--- src/rtl/ram_dma_pkg.sv ---
// Shared constants and FSM state encoding for the ram_dma block copy/fill engine.
package ram_dma_pkg;

  localparam int RAM_DATA_W = 8;
  localparam int RAM_ADDR_W = 16;

  localparam logic MODE_COPY = 1'b0;
  localparam logic MODE_FILL = 1'b1;

  typedef enum logic [2:0] {
    IDLE = 3'd0,
    RD   = 3'd1,
    WAIT = 3'd2,
    WR   = 3'd3,
    FIN  = 3'd4
  } state_t;

endpackage

--- src/rtl/ram_dma.sv ---
// Block copy/fill engine mastering RAM port B; one byte per WR state, done pulse at end.
// Optional macro RAM_DMA_OVERLAP_EN: descending copy for forward-overlapping ranges (memmove).
module ram_dma
  import ram_dma_pkg::*;
#(
  parameter int DATA_WIDTH = RAM_DATA_W,
  parameter int ADDR_WIDTH = RAM_ADDR_W
) (
  input  logic                  clk,
  input  logic                  reset,
  input  logic                  start,
  input  logic                  mode,
  input  logic [ADDR_WIDTH-1:0] src_addr,
  input  logic [ADDR_WIDTH-1:0] dst_addr,
  input  logic [ADDR_WIDTH-1:0] length,
  input  logic [DATA_WIDTH-1:0] fill_data,
  input  logic                  abort,
  output logic                  busy,
  output logic                  done,
  output logic [ADDR_WIDTH-1:0] remaining,
  output logic                  mem_we,
  output logic [ADDR_WIDTH-1:0] mem_addr,
  output logic [DATA_WIDTH-1:0] mem_wdata,
  input  logic [DATA_WIDTH-1:0] mem_rdata
);

  localparam logic [ADDR_WIDTH-1:0] ONE = ADDR_WIDTH'(1);

  state_t                state, state_nxt;
  logic [ADDR_WIDTH-1:0] src_q, src_nxt;
  logic [ADDR_WIDTH-1:0] dst_q, dst_nxt;
  logic                  mode_q, mode_nxt;
  logic [DATA_WIDTH-1:0] fill_q, fill_nxt;
  logic                  abort_seen, abort_nxt;
  logic                  busy_nxt, done_nxt, we_nxt;
  logic [ADDR_WIDTH-1:0] rem_nxt, addr_nxt;
  logic [DATA_WIDTH-1:0] wdata_nxt;
  logic                  dir_down;

  function automatic logic [ADDR_WIDTH-1:0] step(input logic [ADDR_WIDTH-1:0] a,
                                                 input logic down);
    return down ? (a - ONE) : (a + ONE);
  endfunction

`ifdef RAM_DMA_OVERLAP_EN
  logic                  down_q, down_nxt;
  logic [ADDR_WIDTH-1:0] diff;
  // dst inside (src, src+length-1] means an ascending copy would clobber unread source.
  assign diff     = dst_addr - src_addr;
  assign dir_down = down_q;
`else
  assign dir_down = 1'b0;
`endif

  always_comb begin
    state_nxt = state;
    src_nxt   = src_q;
    dst_nxt   = dst_q;
    mode_nxt  = mode_q;
    fill_nxt  = fill_q;
    abort_nxt = abort_seen | (busy & abort);
    busy_nxt  = busy;
    done_nxt  = 1'b0;
    rem_nxt   = remaining;
    we_nxt    = 1'b0;
    addr_nxt  = mem_addr;
    wdata_nxt = mem_wdata;
`ifdef RAM_DMA_OVERLAP_EN
    down_nxt  = down_q;
`endif
    case (state)
      IDLE: begin
        abort_nxt = 1'b0;
        if (start) begin
          if (length != '0) begin
            src_nxt   = src_addr;
            dst_nxt   = dst_addr;
            mode_nxt  = mode;
            fill_nxt  = fill_data;
            rem_nxt   = length;
            busy_nxt  = 1'b1;
            state_nxt = (mode == MODE_FILL) ? WR : RD;
`ifdef RAM_DMA_OVERLAP_EN
            down_nxt  = 1'b0;
            if (mode == MODE_COPY && diff != '0 && diff < length) begin
              down_nxt = 1'b1;
              src_nxt  = src_addr + length - ONE;
              dst_nxt  = dst_addr + length - ONE;
            end
`endif
          end else begin
            done_nxt = 1'b1;
          end
        end
      end
      RD: begin
        addr_nxt  = src_q;
        state_nxt = WAIT;
      end
      WAIT: begin
        state_nxt = WR;
      end
      WR: begin
        wdata_nxt = (mode_q == MODE_FILL) ? fill_q : mem_rdata;
        addr_nxt  = dst_q;
        we_nxt    = 1'b1;
        rem_nxt   = remaining - ONE;
        src_nxt   = step(src_q, dir_down);
        dst_nxt   = step(dst_q, dir_down);
        if (remaining == ONE || abort || abort_seen) begin
          state_nxt = FIN;
        end else begin
          state_nxt = (mode_q == MODE_FILL) ? WR : RD;
        end
      end
      FIN: begin
        busy_nxt  = 1'b0;
        done_nxt  = 1'b1;
        abort_nxt = 1'b0;
        state_nxt = IDLE;
      end
      default: begin
        state_nxt = IDLE;
        busy_nxt  = 1'b0;
      end
    endcase
  end

  always_ff @(posedge clk) begin
    if (reset) begin
      state      <= IDLE;
      abort_seen <= 1'b0;
      busy       <= 1'b0;
      done       <= 1'b0;
      remaining  <= '0;
      mem_we     <= 1'b0;
      mem_addr   <= '0;
      mem_wdata  <= '0;
    end else begin
      state      <= state_nxt;
      abort_seen <= abort_nxt;
      busy       <= busy_nxt;
      done       <= done_nxt;
      remaining  <= rem_nxt;
      mem_we     <= we_nxt;
      mem_addr   <= addr_nxt;
      mem_wdata  <= wdata_nxt;
    end
  end

  // Latched command parameters; only meaningful while busy, so no reset needed.
  always_ff @(posedge clk) begin
    src_q  <= src_nxt;
    dst_q  <= dst_nxt;
    mode_q <= mode_nxt;
    fill_q <= fill_nxt;
`ifdef RAM_DMA_OVERLAP_EN
    down_q <= down_nxt;
`endif
  end

endmodule

--- config.mk ---
export PLATFORM = sky130hd
export DESIGN_NAME = ram_dma
export DESIGN_NICKNAME = d
export VERILOG_FILES = /design/src/rtl/ram_dma_pkg.sv /design/src/rtl/ram_dma.sv
export SDC_FILE = /design/constraint.sdc
export NUM_CORES = 1
export LEC_CHECK = 0
export ABC_AREA = 1
export BUFFER_PORTS_ARGS = -buffer_cell sky130_fd_sc_hd__buf_4
export CAP_MARGIN = 0
export CELL_PAD_IN_SITES_DETAIL_PLACEMENT = 1
export CELL_PAD_IN_SITES_GLOBAL_PLACEMENT = 1
export CORE_MARGIN = 5
export CORE_UTILIZATION = 35
export CTS_BUF_LIST = sky130_fd_sc_hd__clkbuf_8
export CTS_CLUSTER_DIAMETER = 60
export CTS_CLUSTER_SIZE = 25
export DETAILED_ROUTE_END_ITERATION = 10
export PLACE_DENSITY_LB_ADDON = 0.1
export RECOVER_POWER = 100
export SETUP_SLACK_MARGIN = 0.1
export SYNTH_ARGS = -nofsm -noshare
export SYNTH_HDL_FRONTEND = slang
export SYNTH_SLANG_ARGS = --single-unit
--- constraint.sdc ---
create_clock -name clk -period 1.7 [get_ports clk]
set_clock_uncertainty 0.15 [all_clocks]
set_input_delay 0.34 -clock clk [delete_from_list [all_inputs] [get_ports clk]]
set_output_delay 0.34 -clock clk [all_outputs]
set_load 0.01 [all_outputs]
Word level (Yosys, flattened, before mapping)
Cells that the tools add are included.
{"block": "totals", "input_bits": 69, "reg_bits": 88, "wordCells": 61, "output_inout_bits": 43}
{"block": "op_classes", "n_bitwise": 3, "mux": 24, "n_eq_ne": 7, "addsub": 3, "n_reduce_logical": 12}
{"operator": "$pmux W16 S2", "count": 4}
{"operator": "$mux W16", "count": 6}
{"operator": "$add A16 B1 Y16 const B", "count": 2}
{"operator": "$eq A16 B1 Y1 const B", "count": 1}
{"operator": "$reduce_bool A16 Y1", "count": 1}
{"operator": "$sub A16 B1 Y16 const B", "count": 1}
{"operator": "$pmux W3 S4", "count": 1}
{"operator": "$mux W3", "count": 3}
{"operator": "$reduce_and A3 Y1", "count": 3}
{"operator": "$mux W8", "count": 1}
{"operator": "$eq A3 B2 Y1 const B", "count": 2}
{"operator": "$reduce_or A3 Y1", "count": 2}
{"operator": "$mux W1", "count": 5}
{"operator": "$mux W2", "count": 2}
{"operator": "$ne A2 B2 Y1 const B", "count": 2}
{"operator": "$pmux W1 S2", "count": 2}
{"operator": "$reduce_bool A2 Y1", "count": 2}
{"operator": "$eq A3 B1 Y1 const B", "count": 1}
{"operator": "$eq A3 B3 Y1 const B", "count": 1}
{"operator": "$logic_not A3 Y1", "count": 1}
{"operator": "$logic_or A1 B1 Y1", "count": 2}
{"operator": "$reduce_and A2 Y1", "count": 1}
{"operator": "$and A1 B1 Y1", "count": 1}
{"operator": "$not A1 Y1", "count": 1}
{"operator": "$or A1 B1 Y1", "count": 1}

Longest topological paths before layout
{"block": "depth", "ltp_word": 5, "depth_mapped": 11}

Worst setup path after synthesis
Ideal clock, no wire load.
{"block": "synth_path", "path_kind": "register to register", "start": "register dst_q[0]", "end": "register dst_q[12], data pin", "stages_incl_launch_ff": 9, "arrival_ns": 1.337, "setup_time_ns": 0.259, "required_time_ns": 1.291, "path_slack_ns": -0.046, "n_path_buf": 0, "cell_sequence": "edfxtp_1 ha_1 nand2_1 nor2_1 nand3_1 nor3_2 nand3_1 nand2_1 nand3_1"}
{"block": "synth_via", "elab_chain_len": 2}
{"item": "from (decl)", "line": "ram_dma.sv:31", "rtl": "logic [ADDR_WIDTH-1:0] dst_q, dst_nxt;"}
{"item": "from (signal assigned)", "line": "ram_dma.sv:154", "rtl": "dst_q <= dst_nxt;"}
{"item": "$add A16 B1 Y16", "line": "ram_dma.sv:42", "rtl": "return down ? (a - ONE) : (a + ONE);"}
{"item": "$pmux W16 S2", "line": "ram_dma.sv:71", "rtl": "case (state)"}
{"item": "named net dst_nxt[12]", "line": "ram_dma.sv:31"}
The timed path passes the listed nets, and every way through them passes these cells.
A chain may end at the register's enable or synchronous reset.

Final worst setup path
{"block": "layout_path", "start": "register dst_q[1]", "end": "register dst_q[12], data pin"}
The elaborated chain is that of the path after synthesis.

==> results.md <==
* Clock Pin Slew Worst Setup and Hold Paths at 0.10 ns
* Leakage power at 3.081 nW
* Gpl congestion at 0.8916
* Final Max Tran Viols at 0
* Syn Area/Cell at 7.609 sq um
* Worst Hold Endpoint: src_q[1]
* P_sw at 0.002250 W
* Final setup vio count at 50
* Die X at 125.8 um
* Initial antenna violation count at 0
* Comb pwr share at 0.344
* P_int at 0.004006 W
* Worst Tran Pin Value at 0.5757 ns
* Mapped Cells at 617
* Main flop type after synthesis: dfxtp_1
* Seq pwr share at 0.432
* Vias in the first global route at 5,330
* Clock latency on the worst-skew pair at 0.39 ns
* Clock power frac at 0.225
* Final Cell Area at 7197 sq um
* Largest net degree at the start of global routing at 28
* Beginning of the worst hold path: src_addr[1]
* Initial Util at 0.3559
* Failing checks: setup timing
* Yosys cell types at 43
* Root Buffer: clkbuf_8
* Worst Setup Start Kind: flip-flop
* P&R area growth vs syn at 53.30%
* Reg2reg start: dst_q[1]
* Die Area at 15,830 sq um
* IO Pins at 112
* HPWL Detailed at 11,550 um
* First DRT Iteration DRCs at 277
* # H-tree levels at 3
* Syn_nets at 690
* Placement Cell Area at 6130 sq um
* Status: finished with violations
* EDFF count, synth at 41
* Final Hold Viols at 0
* #FFs+latches synth at 88
* Kind of critical path: flip-flop to flip-flop
* Rows at 42
* DRT antenna net count at 0
* Seq/Total Area, Yosys at 0.4627
* HP Class: primary input to flip-flop
* Multi-input logic area at 2644 sq um
* Total track usage at 0.2136
* Setup slack, reg-to-reg at -0.14 ns
* Crit. End Element: flip-flop
* CTS tree: done
* Async SR Flop Fraction at 0
* Reg2Reg Depth at 8
* Post-Syn Area at 4695 sq um
* Clock Sinks at 88
* Synthesis Warnings at 0
* Clock buffer depth at 2
* Routed wire length at 18,010 um
* Power per cell area at 869.2 nW/um^2
* RSZ-0062 raised after global routing: true
* Reg2Reg Capture Point: dst_q[12]
* Drt first pass iters at 4
* Total of max-cap violations at 0
* Drt wl/cell at 17.96 um
* Worst hold stages at 3
* Min Tclk post-route at 1.835 ns
* Overflow after GRT at 0
* Required time of the critical path at 1.69 ns
* Share of layout cells above drive strength 1 at 0.3470
* WHS at 0.06628 ns
* Core Box Area at 13,190 sq um
* Max Clock Freq at 545.0 MHz
* Worst VDD drop at 0.0005587 V
* CTS Buf Count at 9
* Max FO, Critical Path at 6
* Drt drc at 0
* Antenna cells at 0
* I/O Buffers at 111
* Register area at 2175 sq um
* Max_slew headroom at 0.6162
* Critical path arrival at 1.83 ns
* Switching Fraction at 0.3596
* # nets final at 895
* Via-per-instance ratio at 5.125
* Die H at 125.8 um
* # fillers at 1,621
* Crit share post-route at 1.079
* First-pass GRT wire length at 27,290 um
* Final setup margin at -0.1350 ns
* Routed vias at 5,140
-- synth_stat cells, types with 4 or more instances --
master | n | share of area
nand2_1 | 170 | 0.14
nor2_1 | 85 | 0.068
dfxtp_1 | 47 | 0.20
inv_1 | 46 | 0.037
edfxtp_1 | 41 | 0.26
nand3_1 | 40 | 0.043
a21oi_1 | 38 | 0.041
o21ai_0 | 35 | 0.037
nand4_1 | 12 | 0.016
xor2_1 | 10 | 0.019
buf_2 | 9 | 0.0096
clkbuf_1 | 9 | 0.0072
a221oi_1 | 8 | 0.015
a31oi_1 | 7 | 0.0093
nor2_2 | 7 | 0.0093
or2_2 | 7 | 0.0093
nor3_1 | 6 | 0.0064
o211ai_1 | 5 | 0.0080
ha_1 | 4 | 0.011
-- repair_timing --
item | 4_1_cts | 5_1_grt
resized for setup | 43 | 102
setup endpoints to repair | 67 | 109
gates cloned | 5 | 2
pin swaps | 18 | 41
setup buffers | 26 | 17
endpoints found under the hold margin | 9 | 0
hold buffers | 9 | 0
-- worst max-delay path, stage by stage, from the launching register on --
cell and delay [ns]:
edfxtp_1 0.39, ha_2 0.21, nand2_2 0.09, nor2_4 0.12, nand3_4 0.10, nor3_4 0.27, nand3_1 0.11, nand2_1 0.09
nand3_2 0.06
-- through the flow --
step / instances / total power [W] / setup TNS, ns / util / worst slack (ns)
2_1_floorplan: 617 / 0.003569 / 0 / - / 0.01510
3_3_place_gp: 931 / 0.004332 / -2.161 / 0.4647 / -0.06903
3_5_place_dp: 931 / 0.004393 / -5.977 / 0.4647 / -0.1569
4_1_cts: 986 / 0.006024 / -0.1457 / 0.5213 / -0.06307
5_1_grt: 1003 / 0.006598 / -9.578 / 0.5456 / -0.2113
6_report: 1003 / 0.006256 / -1.672 / 0.5456 / -0.1350
-- final cells by class --
type / count / area share
sequential: 88 / 0.3022
clock buffer: 9 / 0.01721
tap: 176 / 0.03060
clock inverter: 7 / 0.007650
timing repair inverter: 1 / 0.001565
timing repair buffer: 215 / 0.2463
inverter: 50 / 0.02712
multi-input combinational: 457 / 0.3674
-- power by group through the flow --
stage | Clock, W | Combinational [W] | Sequential, W
2_1_floorplan | 0 | 0.000839 | 0.00273
3_3_place_gp | 0 | 0.00161 | 0.00272
3_5_place_dp | 0 | 0.00166 | 0.00274
4_1_cts | 0.00143 | 0.00191 | 0.00268
5_1_grt | 0.00154 | 0.00233 | 0.00273
6_report | 0.00140 | 0.00215 | 0.00270
-- worst max path at each step --
stage,end,cells past startpoint,start,slack (ns)
after global routing,dst_q[12],8,dst_q[1],-0.21
after detailed placement,dst_q[12],8,dst_q[0],-0.16
final,dst_q[12],8,dst_q[1],-0.14
after global placement,dst_q[12],8,dst_q[0],-0.07
after CTS,dst_q[12],8,dst_q[1],-0.06
after floorplan,dst_q[12],8,dst_q[0],0.02
-- state kept, by name, indices dropped and copies added, names as in the netlist --
signal      cells
mem_wdata       8
abort_seen      1
mem_we          1
state           3
remaining      16
src_q          16
done            1
mem_addr       16
busy            1
fill_q          8
dst_q          16
mode_q          1
-- per-layer routing --
| layer | vias to the layer above | global-route usage | share of wire |
|---|---|---|---|
| li1 | 2467 | - | - |
| met1 | 2536 | 0.2685 | 0.43 |
| met2 | 117 | 0.3864 | 0.52 |
| met3 | 20 | 0.02879 | 0.039 |
| met4 | 0 | 0.05552 | 0.014 |
| met5 | - | 0 | 0 |
-- placed cells by master (no fill, tap or decap), drive strengths merged, types with 4 or more instances in the layout --
master	synthesis	routed
nand2	173	173
buf	13	155
nor2	94	94
clkbuf	9	60
inv	49	53
dfxtp	47	47
edfxtp	41	41
nand3	41	41
a21oi	38	38
o21ai	37	37
nand4	12	12
xor2	10	10
dlygate4sd3	0	9
a221oi	8	8
nor3	8	8
or2	7	7
a31oi	7	7
o211ai	5	5
ha	4	4
-- logic make-up (layout without fill, tap and decap cells) --
group	Yosys count	in the layout	synth area share
adders and majority gates	4	4	0.01066
DFF	88	88	0.4627
buffers and inverters	72	282	0.06610
and+or+nand+nor	337	337	0.3097
AOI/OAI and AO/OA	103	103	0.1266
xor gates and xnor gates	13	13	0.02425
(Power assumes the default switching activity.)
